===== config.mk =====
export PLATFORM = sky130hd
export DESIGN_NAME = flash_frame_sequencer
export DESIGN_NICKNAME = d
export VERILOG_FILES = /design/src/rtl/flash_frame_sequencer.sv
export SDC_FILE = /design/constraint.sdc
export NUM_CORES = 1
export LEC_CHECK = 0
export BUFFER_PORTS_ARGS = -buffer_cell sky130_fd_sc_hd__buf_2
export CAP_MARGIN = 20
export CORE_AREA = 3 3 93 95
export DETAILED_ROUTE_END_ITERATION = 8
export DIE_AREA = 0 0 96 98
export GPL_ROUTABILITY_DRIVEN = 0
export PLACE_DENSITY_LB_ADDON = 0.05
export SETUP_SLACK_MARGIN = 0.3
export SLEW_MARGIN = 0
export SYNTH_ARGS = -nofsm -noshare
export SYNTH_HDL_FRONTEND = slang
export SYNTH_SLANG_ARGS = --single-unit

===== constraint.sdc =====
create_clock -name clk -period 6 [get_ports clk]
set_clock_uncertainty 0.1 [all_clocks]
set_input_delay 1.2 -clock clk [delete_from_list [all_inputs] [get_ports clk]]
set_output_delay 1.2 -clock clk [all_outputs]
set_load 0.02 [all_outputs]

===== src/rtl/flash_frame_sequencer.sv =====
// flash_frame_sequencer: steps a flash word address through an animation strip with dwell, loop/ping-pong/one-shot playback
//   clk, rst          clock, synchronous active-high reset
//   start             pulse: (re)start playback at frame 0, pixel 0, latching mode
//   en                run enable, low freezes everything and masks addr_valid
//   mode              0 loop, 1 ping-pong, 2 one-shot, 3 loop
//   dwell             each address is held at least dwell+1 cycles
//   addr_ready        flash read path accepts flash_address
//   flash_address     BASE_ADDR + frame_idx*FRAME_W*FRAME_H + pix
//   addr_valid        flash_address is due for issue
//   frame_idx         current frame
//   frame_done        pulse the cycle after a frame's last pixel is accepted
//   busy              playback running
//   pix_x, pix_y, line_done   only with FLASH_SEQ_XY_EN defined: pixel coordinates and end-of-line pulse
module flash_frame_sequencer #(
    parameter int ADDR_W = 32,
    parameter int FRAME_W = 125,
    parameter int FRAME_H = 250,
    parameter int NUM_FRAMES = 4,
    parameter int unsigned BASE_ADDR = 0,
    parameter int DWELL_W = 11,
    localparam int FRAME_SIZE = FRAME_W * FRAME_H,
    localparam int PIX_W = FRAME_SIZE > 1 ? $clog2(FRAME_SIZE) : 1,
    localparam int FI_W = NUM_FRAMES > 1 ? $clog2(NUM_FRAMES) : 1,
    localparam int XW = FRAME_W > 1 ? $clog2(FRAME_W) : 1,
    localparam int YW = FRAME_H > 1 ? $clog2(FRAME_H) : 1
) (
    input  logic               clk,
    input  logic               rst,
    input  logic               start,
    input  logic               en,
    input  logic [1:0]         mode,
    input  logic [DWELL_W-1:0] dwell,
    input  logic               addr_ready,
    output logic [ADDR_W-1:0]  flash_address,
    output logic               addr_valid,
    output logic [FI_W-1:0]    frame_idx,
    output logic               frame_done,
`ifdef FLASH_SEQ_XY_EN
    output logic [XW-1:0]      pix_x,
    output logic [YW-1:0]      pix_y,
    output logic               line_done,
`endif
    output logic               busy
);
    typedef enum logic [1:0] {IDLE, RUN, DONE} state_t;
    state_t state, state_nxt;
    logic [PIX_W-1:0] pix;
    logic [DWELL_W-1:0] cnt;
    logic [1:0] mode_q;
    logic dir_back, acc, last_pix, last_frame, first_frame, finish, pp, going_fwd;
    logic [FI_W-1:0] frame_nxt;
    logic dir_nxt;

    assign acc = addr_valid && addr_ready;
    assign last_pix = pix == PIX_W'(FRAME_SIZE - 1);
    assign last_frame = frame_idx == FI_W'(NUM_FRAMES - 1);
    assign first_frame = frame_idx == '0;
    assign finish = mode_q == 2'd2 && last_frame;
    assign pp = mode_q == 2'd1 && NUM_FRAMES > 1;
    // ping-pong bounces off either end of the strip
    assign going_fwd = dir_back ? first_frame : !last_frame;
    assign frame_nxt = pp ? (going_fwd ? frame_idx + FI_W'(1) : frame_idx - FI_W'(1))
                          : (last_frame ? '0 : frame_idx + FI_W'(1));
    assign dir_nxt = pp ? !going_fwd : dir_back;
    assign flash_address = ADDR_W'(BASE_ADDR) + ADDR_W'(frame_idx) * ADDR_W'(FRAME_SIZE) + ADDR_W'(pix);

    always_ff @(posedge clk)
        state <= rst ? IDLE : state_nxt;

    always_comb
        state_nxt = start ? RUN : (state == RUN && acc && last_pix && finish) ? DONE : state;

    always_comb begin
        busy = state == RUN;
        addr_valid = busy && en && cnt >= dwell;
    end

    always_ff @(posedge clk) begin
        if (rst || start) begin
            pix <= '0;
            frame_idx <= '0;
            cnt <= '0;
            dir_back <= 1'b0;
            frame_done <= 1'b0;
            mode_q <= rst ? 2'd0 : mode;
        end else begin
            frame_done <= acc && last_pix;
            if (acc) begin
                cnt <= '0;
                if (!last_pix)
                    pix <= pix + PIX_W'(1);
                else if (!finish) begin
                    pix <= '0;
                    frame_idx <= frame_nxt;
                    dir_back <= dir_nxt;
                end
                if (last_pix)
                    mode_q <= mode;
            end else if (busy && en && !addr_valid)
                cnt <= cnt + DWELL_W'(1);
        end
    end

`ifdef FLASH_SEQ_XY_EN
    logic last_x;
    assign last_x = pix_x == XW'(FRAME_W - 1);

    always_ff @(posedge clk) begin
        if (rst || start) begin
            pix_x <= '0;
            pix_y <= '0;
            line_done <= 1'b0;
        end else begin
            line_done <= acc && last_x;
            // one-shot completion leaves the coordinates on the final pixel
            if (acc && !(last_pix && finish)) begin
                pix_x <= last_x ? '0 : pix_x + XW'(1);
                pix_y <= last_pix ? '0 : last_x ? pix_y + YW'(1) : pix_y;
            end
        end
    end
`endif
endmodule


==> impl_metrics.tcl, run 1 <==
set metrics [dict create \
    fin_crit_ns 4.201 \
    synth_top_family_by_area "simple AND/OR/NAND/NOR gates" \
    track_usage_pct 14.60 \
    yosys.area.top_type "dfxtp_1" \
    powerDensity_mw_per_mm2 141.6 \
    yosysSeqAreaShare_pct 25.28 \
    r2r_start "pix[6]" \
    htree_num_levels 2 \
    crit_chain "buf_2 -> inv_1 -> ha_1 -> nand4_1 -> or2_4 -> o311ai_4 -> nor2_1 -> nor2_1 -> buf_2" \
    drc_errors 0 \
    slowest_stage "o311ai_4" \
    design_area_sq_mm 0.003057 \
    required_ns 4.70 \
    synth_edf_count 2 \
    ys_top_cells_by_count "36 x nor2_1, 32 x dfxtp_1, 28 x ha_1" \
    crit_end "addr_valid" \
    cts_tree "done" \
    io_buffers 40 \
    start_util_pct 35.50 \
    grt_pass1_vias 2198 \
    endpoint_kind "output port" \
    fp-row-count 32 \
    syn_to_final_growth_pct 10.29 \
    synth-main-ff-cell "dfxtp_1" \
    synth-seq-cells 34 \
    synth.most_common_cell "nor2_1" \
    slew_headroom_pct 48.96 \
    synth_fa_ha_area_share_pct 13.36 \
    netlist_area_sq_mm 0.002771 \
    antenna_found_initial 0 \
    use_met3_pct 2.696 \
    layout.nets 412 \
    synth.distinct_cells 62 \
    grt_start_max_net_pins 15 \
    post-layout-total-power_uw 432.9 \
    r2r_cells 6 \
    worstMarginPinSlew_ns 0.7599 \
    post-cts-setup-buffer-count 0 \
    critPathKind "input pin to output port" \
    path_clk_slew_ns 0.07 \
    grt-ovfl-total 0 \
    dr.pass1.iters 4 \
    cts.sinks 34 \
    yosys_warnings 0 \
    synth_area_leaders "dfxtp_1 23%, ha_1 13%, nor2_1 4.9%, xnor2_1 4.4%, xor2_1 4.1%" \
    maxCapViolCount 0 \
    die_w_microns 96 \
    cts_root_buffer "clkbuf_8" \
    drive_above_1_share_pct 18.58 \
    postPlaceCellArea_sq_mm 0.002975 \
    dpl.hpwl_mm 5.116 \
    postCtsHoldBufs 0 \
    grt-busiest-layer "met1" \
    finish.utilization_pct 39.15 \
    worstPathMaxFanout 9 \
    core_area_sq_mm 0.007807 \
    vias 2324 \
    cts.repair.resized 0 \
    antenna_left 0 \
    synth_xor_area_share_pct 8.533 \
    cp.arrival_ns 2.90 \
    avgSynthCellArea_sq_um 8.398 \
    post_drt_via_cell_ratio 4.966 \
    clk_latency_ns 0.28 \
    r2r-end "pix[8]" \
    fp.dieArea_sq_mm 0.009408 \
    routed_wl_mm 6.553 \
    clock.fmax_mhz 238.0 \
    hold_class "flop to flop" \
    num_antenna_cells 0 \
    setup-violations-final 0 \
    tns_ns 0 \
    worst-r2r-setup-slack_ns 3.23 \
    wl_per_cell_microns 14.00 \
    synth.area.mux_share_pct 0.3612 \
    synth_top_area_share_pct 23.12 \
    maxSlewViolCount 0 \
    worstSetupStartpointType "input pin" \
    met1_usage_pct 22.86 \
    syn_inst 330 \
    status "finished clean" \
    synth_simple_gate_area_share_pct 25.19 \
    async_flop_share_pct 0 \
    io_pins 55 \
    die_y_microns 98 \
    p_leak_nw 1.357 \
    cp-startpoint "dwell[8]" \
    grt_pass1_wl_mm 10.89 \
    grt_setup_unrepaired "false" \
    grt_util_met2_pct 20.07 \
    min_period_over_period_pct 70.02 \
    clock_path_buffers 2 \
    ir_worst_vdd_v 0.0001228 \
    synth-compound-area-share_pct 17.52 \
    whs_ns 0.3778 \
    cp_slowest_stage_delay_ns 0.52 \
    dr.first_iter.drc_count 106 \
    hold_viol_final 0 \
    cts_buffers 5 \
]
==> logic make-up (layout without fill, tap and decap cells) <==
family / count (synthesis) / count (layout)
other cells: 1 / 14
flops: 34 / 34
xor+xnor: 27 / 27
fa+ha+maj: 29 / 29
mux: 1 / 1
buf+inv: 48 / 71
compound gates: 60 / 60
simple gates: 130 / 130
==> routing by layer <==
metal	vias up	share of wire (%)
met5	-	0
met4	0	1.1
met3	5	5.5
met2	55	40
met1	1056	53
li1	1208	-
==> how the worst min path moves through the flow <==
stage | startpoint | to | slack (ns) | cells past startpoint
floorplan | state[1] | state[1] | 0.34 | 2
global placement | state[1] | state[1] | 0.36 | 2
detailed placement | state[1] | state[1] | 0.37 | 2
CTS | state[1] | state[1] | 0.38 | 2
global route | state[1] | state[1] | 0.40 | 2
finish | state[1] | state[1] | 0.38 | 2
==> where the power goes <==
group          internal (mW)  switching [mW]
Sequential             0.230         0.00109
Combinational         0.0121          0.0259
Clock                 0.0798          0.0842
==> layout by cell type (no fill, tap or decap), drive strengths merged, types with 3 or more instances in the layout <==
master  synthesis  final
and3            8      8
nor2           36     36
o41ai           5      5
nand3          19     19
dfxtp          32     32
o211ai          5      5
nor2b           9      9
conb            1     14
xnor2          14     14
clkbuf          1      6
xor2           13     13
nand2          22     22
a31oi           3      3
inv            21     21
ha             28     28
nor4            4      4
nand2b          3      3
a21oi          14     14
buf            26     42
o21ai          16     16
nor3            3      3
nand4           8      8
or3             6      6
==> stage by stage <==
step                setup WS (ns)  instances
detailed placement          1.761        460
global placement            1.795        460
finish                      1.799        468
floorplan                   1.993        343
global route                1.542        468
CTS                         1.761        468
==> area by class of cell <==
cell class	instances	area [sq um]
repair buffers	42	215.2
fillers	823	4751
flip-flops and latches	34	700.7
clock buffers	6	72.57
multi-input cells	261	1853
clock inverters	2	8.758
well taps	102	127.6
inverters	21	78.83
==> flip-flops by register name, indices dropped and copies added, names as in the netlist <==
register	flops
cnt	11
dir_back	1
frame_done	1
frame_idx	2
mode_q	2
pix	15
state	2
==> critical path: cells and delay by family <==
| family | cells | cell delay, ns |
|---|---|---|
| compound gates | 1 | 0.52 |
| simple gates | 4 | 0.61 |
| buf+inv | 3 | 0.28 |
| fa+ha+maj | 1 | 0.29 |
Note: power is estimated with default switching activity, not from simulation.
==> run 2: changes to the inputs <==
Settings changed: ABC_AREA set to 1, CORE_AREA 3 3 93 95 to 3 3 98 100, DIE_AREA 0 0 96 98 to 0 0 101 103.
Clock period 6 ns to 3.9 ns, I/O delays scaled along.
==> run 2 against run 1 <==
Net effect: hold slack worse by 0.0061 ns; flip-flop and latch count unchanged; synthesized area up 10%; sequential share of layout area down 2.0 points; via count up 22%; first-iteration DRC count down 6.6%; worst setup slack worse by 1.3 ns; critical path type is now flop to output port; global-route usage up 0.61 points; utilization down 0.54 points.
==> impl_metrics.tcl, run 2 <==
set metrics [dict create \
    routed_wl_mm 7.635 \
    synth_top_area_share_pct 21.01 \
    r2r-end "cnt[7]" \
    wl_per_cell_microns 12.58 \
    fp-row-count 34 \
    yosys.area.top_type "dfxtp_1" \
    critPathKind "flop to output port" \
    hold_start "state[1]" \
    grt_pass1_wl_mm 12.52 \
    min_period_over_period_pct 86.80 \
    dr.pass1.iters 4 \
    clk_latency_ns 0.28 \
    largest_reg_flops 15 \
    setup-violations-final 0 \
    maxCapViolCount 0 \
    reg.largest.list "pix x15, cnt x11" \
    fin_crit_ns 3.385 \
    tns_ns 0 \
    io_pins 55 \
    r2r_cells 11 \
    post-cts-setup-buffer-count 0 \
    worst-r2r-setup-slack_ns 1.53 \
    start_util_pct 34.79 \
    maxSlewViolCount 0 \
    die_w_microns 101 \
    dpl.hpwl_mm 6.160 \
    netlist_area_sq_mm 0.003049 \
    post_drt_via_cell_ratio 4.657 \
    ir_worst_vdd_v 0.0001154 \
    cts.sinks 34 \
    ys_top_cells_by_count "114 x nand2_1, 60 x inv_1, 58 x nor2_1" \
    worstSetupStartpointType "flop" \
    design_area_sq_mm 0.003383 \
    fp.dieArea_sq_mm 0.01040 \
    yosys_warnings 0 \
    synth-seq-cells 34 \
    syn_to_final_growth_pct 10.96 \
    yosysSeqAreaShare_pct 22.98 \
    antenna_found_initial 0 \
    htree_num_levels 2 \
    drc_errors 0 \
    whs_path_depth 1 \
    crit_chain "ha_1 -> inv_1 -> fa_1 -> o21bai_1 -> a21oi_1 -> or2_1 -> o21bai_1 -> nand2_1 -> nand2_1 -> nand2_1 -> nand2_1 -> buf_2" \
    drive_above_1_share_pct 15.23 \
    grt-ovfl-total 0 \
    slew_headroom_pct 48.06 \
    cp_slowest_stage_delay_ns 0.41 \
    track_usage_pct 15.21 \
    avgSynthCellArea_sq_um 6.643 \
    cpMostUsedCell "nand2_1" \
    clock.fmax_mhz 295.4 \
    layout_common_cells "114 x nand2_1, 60 x inv_1, 58 x nor2_1" \
    syn_inst 459 \
    instances_no_fill 607 \
    largest_register "pix" \
    num_antenna_cells 0 \
    final_common_cell "nand2_1" \
    status "finished clean" \
    async_flop_share_pct 0 \
    clock_path_buffers 2 \
    p_leak_nw 1.639 \
    hold_class "flop to flop" \
    cts_root_buffer "clkbuf_8" \
    layout.nets 545 \
    path_clk_slew_ns 0.07 \
    vias 2827 \
    grt_pass1_vias 2597 \
    synth-main-ff-cell "dfxtp_1" \
    crit_family "adder cells" \
    grt_start_max_net_pins 18 \
    hold_viol_final 0 \
    postPlaceCellArea_sq_mm 0.003274 \
    synth_area_leaders "dfxtp_1 21%, nand2_1 14%, ha_1 11%, inv_1 7.4%, nor2_1 7.1%" \
    grt_setup_unrepaired "false" \
    worstMarginPinSlew_ns 0.7762 \
    whs_ns 0.3717 \
    worstPathMaxFanout 9 \
    cts_tree "done" \
    cts_buffers 5 \
    core_area_sq_mm 0.008763 \
    slowest_stage "fa_1" \
    endpoint_kind "output port" \
    critPathBufInv 2 \
    antenna_left 0 \
    powerDensity_mw_per_mm2 208.6 \
    cp.arrival_ns 2.51 \
    io_buffers 40 \
    synth.most_common_cell "nand2_1" \
    required_ns 3.02 \
    synth_edf_count 2 \
    synth.distinct_cells 41 \
    dr.first_iter.drc_count 99 \
    dpl.cell_count 599 \
    r2r_start "cnt[5]" \
    whs_endpoint "state[1]" \
    die_y_microns 103 \
    postCtsHoldBufs 0 \
]
-- run 2: logic make-up after synthesis --
group / share of synthesized area [%]
simple gates: 34.30
buf+inv: 13.58
compound gates: 10.26
flops: 22.98
fa+ha+maj: 12.15
xor+xnor: 6.606
other cells: 0.1230
-- run 2: how the worst max path moves through the flow --
stage	start	cells past startpoint	end	slack, ns
after floorplan	frame_idx[0]	8	flash_address[11]	0.71
after global placement	frame_idx[0]	12	flash_address[13]	0.69
after detailed placement	frame_idx[0]	12	flash_address[13]	0.62
after CTS	frame_idx[1]	11	flash_address[13]	0.34
after global routing	frame_idx[0]	12	flash_address[13]	0.30
final	frame_idx[0]	12	flash_address[13]	0.51
-- run 2: per-stage QoR --
step                setup WS (ns)  utilization, %  total power, mW
detailed placement         0.6165           37.36           0.4183
CTS                        0.3401           38.54           0.7222
finish                     0.5147           38.61           0.7058
global placement           0.6877           37.36           0.4171
floorplan                  0.7132               -           0.4115
global route               0.3046           38.61           0.7415
-- run 2: metal layers --
metal | routed length, microns | up-vias | global-route usage (%)
met3 | 313 | 6 | 2.368
met5 | 0 | - | 0
li1 | - | 1506 | -
met4 | 78 | 0 | 3.681
met2 | 3703 | 61 | 27.34
met1 | 3539 | 1254 | 19.07
-- run 2: cell type report --
type                       instances  area (sq um)
multi-input combinational        350          1983
tap                              108         135.1
clock buffer                       8         101.3
inverter                          66         247.7
sequential                        34         708.2
timing repair buffer              41         207.7
fill                             967          5380
-- run 2: what timing repair did --
item                                    in CTS  in global routing
gates resized for setup                      1                  4
endpoints found under the setup margin       1                  4
pin swaps                                    0                  1
-- run 2: power by group --
part / internal [mW] / switching, mW
clock network: 0.166 / 0.131
logic: 0.0155 / 0.0386
registers: 0.353 / 0.00207
total: 0.534 / 0.172
==> run 3: changes to the inputs <==
Settings changed: CELL_PAD_IN_SITES_DETAIL_PLACEMENT set to 0, CELL_PAD_IN_SITES_GLOBAL_PLACEMENT set to 2, CORE_AREA 3 3 98 100 to 3 3 109 111, DIE_AREA 0 0 101 103 to 0 0 112 114.
Clock period 3.9 ns to 3 ns, I/O delays scaled along.
==> run 3 against run 2 <==
Net effect: largest power group unchanged; critical path depth stayed put; clock power grew 27%; die area rose by 23%; utilization shrank 1.7 points; non-clock buffer count rose by 35; first-iteration DRC count increased by 43%; combinational power up 34%; final cell count grew 11%; wire length is 17% higher.
==> impl_metrics.tcl, run 3 (synthesized netlist as in run 2, its figures left out) <==
set metrics [dict create \
    status "finished clean" \
    final_common_cell "nand2_1" \
    slew_headroom_pct 45.03 \
    reg.largest.list "pix x15, cnt x11" \
    required_ns 2.30 \
    htree_num_levels 2 \
    worstPathMaxFanout 8 \
    cp.arrival_ns 2.23 \
    drc_errors 0 \
    die_y_microns 114 \
    track_usage_pct 14.00 \
    post-layout-total-power_uw 910.1 \
    grt_start_max_net_pins 18 \
    num_antenna_cells 0 \
    crit_chain "buf_6 -> ha_4 -> nand2_2 -> o21bai_4 -> buf_4 -> buf_6 -> buf_4 -> buf_4 -> buf_4 -> buf_6 -> xor2_4 -> buf_6" \
    cts_buffers 5 \
    endpoint_kind "output port" \
    io_buffers 40 \
    cts_tree "done" \
    dr.pass1.iters 6 \
    fp-row-count 38 \
    internal-power_uw 664.1 \
    critPathBufInv 8 \
    largest_reg_flops 15 \
    critPathKind "flop to output port" \
    grt_setup_unrepaired "true" \
    power.switching_uw 246.0 \
    io_pins 55 \
    clkPwrFrac_pct 41.4 \
    dr.first_iter.drc_count 142 \
    grt_pass1_wl_mm 14.35 \
    cts_root_buffer "clkbuf_8" \
    cp_slowest_stage_delay_ns 0.36 \
    power_switching_share_pct 27.03 \
    layout.nets 580 \
    antenna_left 0 \
    vias 3000 \
    start_util_pct 28.01 \
    core_area_sq_mm 0.01089 \
    clock_path_buffers 2 \
    postCtsHoldBufs 0 \
    grt-ovfl-total 0 \
    cts.sinks 34 \
    hold_start "state[1]" \
    crit_family "buffers and inverters" \
    p_leak_nw 1.839 \
    setup-violations-final 0 \
    wl_per_cell_microns 13.30 \
    seqPwrFrac_pct 50.6 \
    dpl.hpwl_mm 7.014 \
    hold_viol_final 0 \
    postPlaceCellArea_sq_mm 0.003431 \
    comb_power_share_pct 8.0 \
    syn_to_final_growth_pct 31.84 \
    clock.fmax_mhz 341.4 \
    fin_crit_ns 2.929 \
    routed_wl_mm 8.966 \
    path_clk_slew_ns 0.08 \
    tns_ns 0 \
    die_w_microns 112 \
    grt_pass1_vias 2924 \
    post_drt_via_cell_ratio 4.451 \
    r2r_start "cnt[5]" \
    instances_no_fill 674 \
    worstMarginPinSlew_ns 0.8215 \
    clk_latency_ns 0.29 \
    fp.dieArea_sq_mm 0.01277 \
    design_area_sq_mm 0.004020 \
    layout_common_cells "108 x nand2_1, 56 x inv_1, 54 x nor2_1" \
    min_period_over_period_pct 97.65 \
    dpl.cell_count 644 \
    hold_class "flop to flop" \
    slowest_stage "dfxtp_4" \
    cp-startpoint "frame_idx[0]" \
    antenna_found_initial 0 \
    powerDensity_mw_per_mm2 226.4 \
    largest_register "pix" \
    worstSetupStartpointType "flop" \
    fillCellCount 1185 \
    drive_above_1_share_pct 28.28 \
    whs_ns 0.3764 \
    maxCapViolCount 0 \
    maxSlewViolCount 0 \
    ir_worst_vdd_v 0.0001249 \
]
[run 3: path summary, 6_finish.rpt]
path | end | slack, ns | depth (start not counted)
worst max-delay path | flash_address[5] | 0.07 | 12
worst min-delay path | state[1] | 0.38 | 1
worst max register to register | pix[7] | 0.82 | 11
worst min register to register | state[1] | 0.38 | 1
[run 3: repair_timing]
action / CTS / global route
setup endpoints to repair: 11 / 14
buffers inserted: 17 / 5
gates resized for setup: 39 / 35
pin swaps: 7 / 9
[run 3: per-stage QoR]
step	util, %	worst slack, ns
after floorplan	-	0.3010
after global placement	31.51	0.1829
after detailed placement	31.51	0.1472
after CTS	35.26	0.01578
after global routing	36.92	-0.008609
final	36.92	0.07065
[run 3: worst reg2reg max path, cell delays in order (launching register included)]
cell,delay [ns]
dfxtp_1,0.37
ha_1,0.29
nand2_1,0.08
nor2_2,0.15
inv_1,0.07
nor2_2,0.15
nor2_4,0.09
nand2_4,0.08
nand3_4,0.09
nor2_4,0.35
nand3_1,0.14
a21oi_1,0.15
[run 3: power groups by stage]
stage	Combinational [mW]	Sequential, mW	Clock, mW
floorplan	0.0629	0.471	0
finish	0.0726	0.460	0.377
global route	0.0829	0.461	0.408
global placement	0.0721	0.472	0
detailed placement	0.0735	0.472	0
CTS	0.0734	0.461	0.396
[run 3: area by class of cell]
type / instances / area, sq um / share of cell area [%]
clock buffer: 6 / 82.58 / 2.054
clock inverter: 2 / 11.26 / 0.2801
inverter: 66 / 250.2 / 6.225
multi-input combinational: 350 / 2227 / 55.40
sequential: 34 / 711.9 / 17.71
tap: 140 / 175.2 / 4.357
timing repair buffer: 76 / 561.8 / 13.97
[run 3: metal layers]
metal | wire [microns] | global-route usage (%) | up-vias
li1 | - | - | 1575
met1 | 4023 | 16.96 | 1368
met2 | 4563 | 26.06 | 49
met3 | 269 | 1.963 | 8
met4 | 110 | 3.526 | 0
met5 | 0 | 0 | -
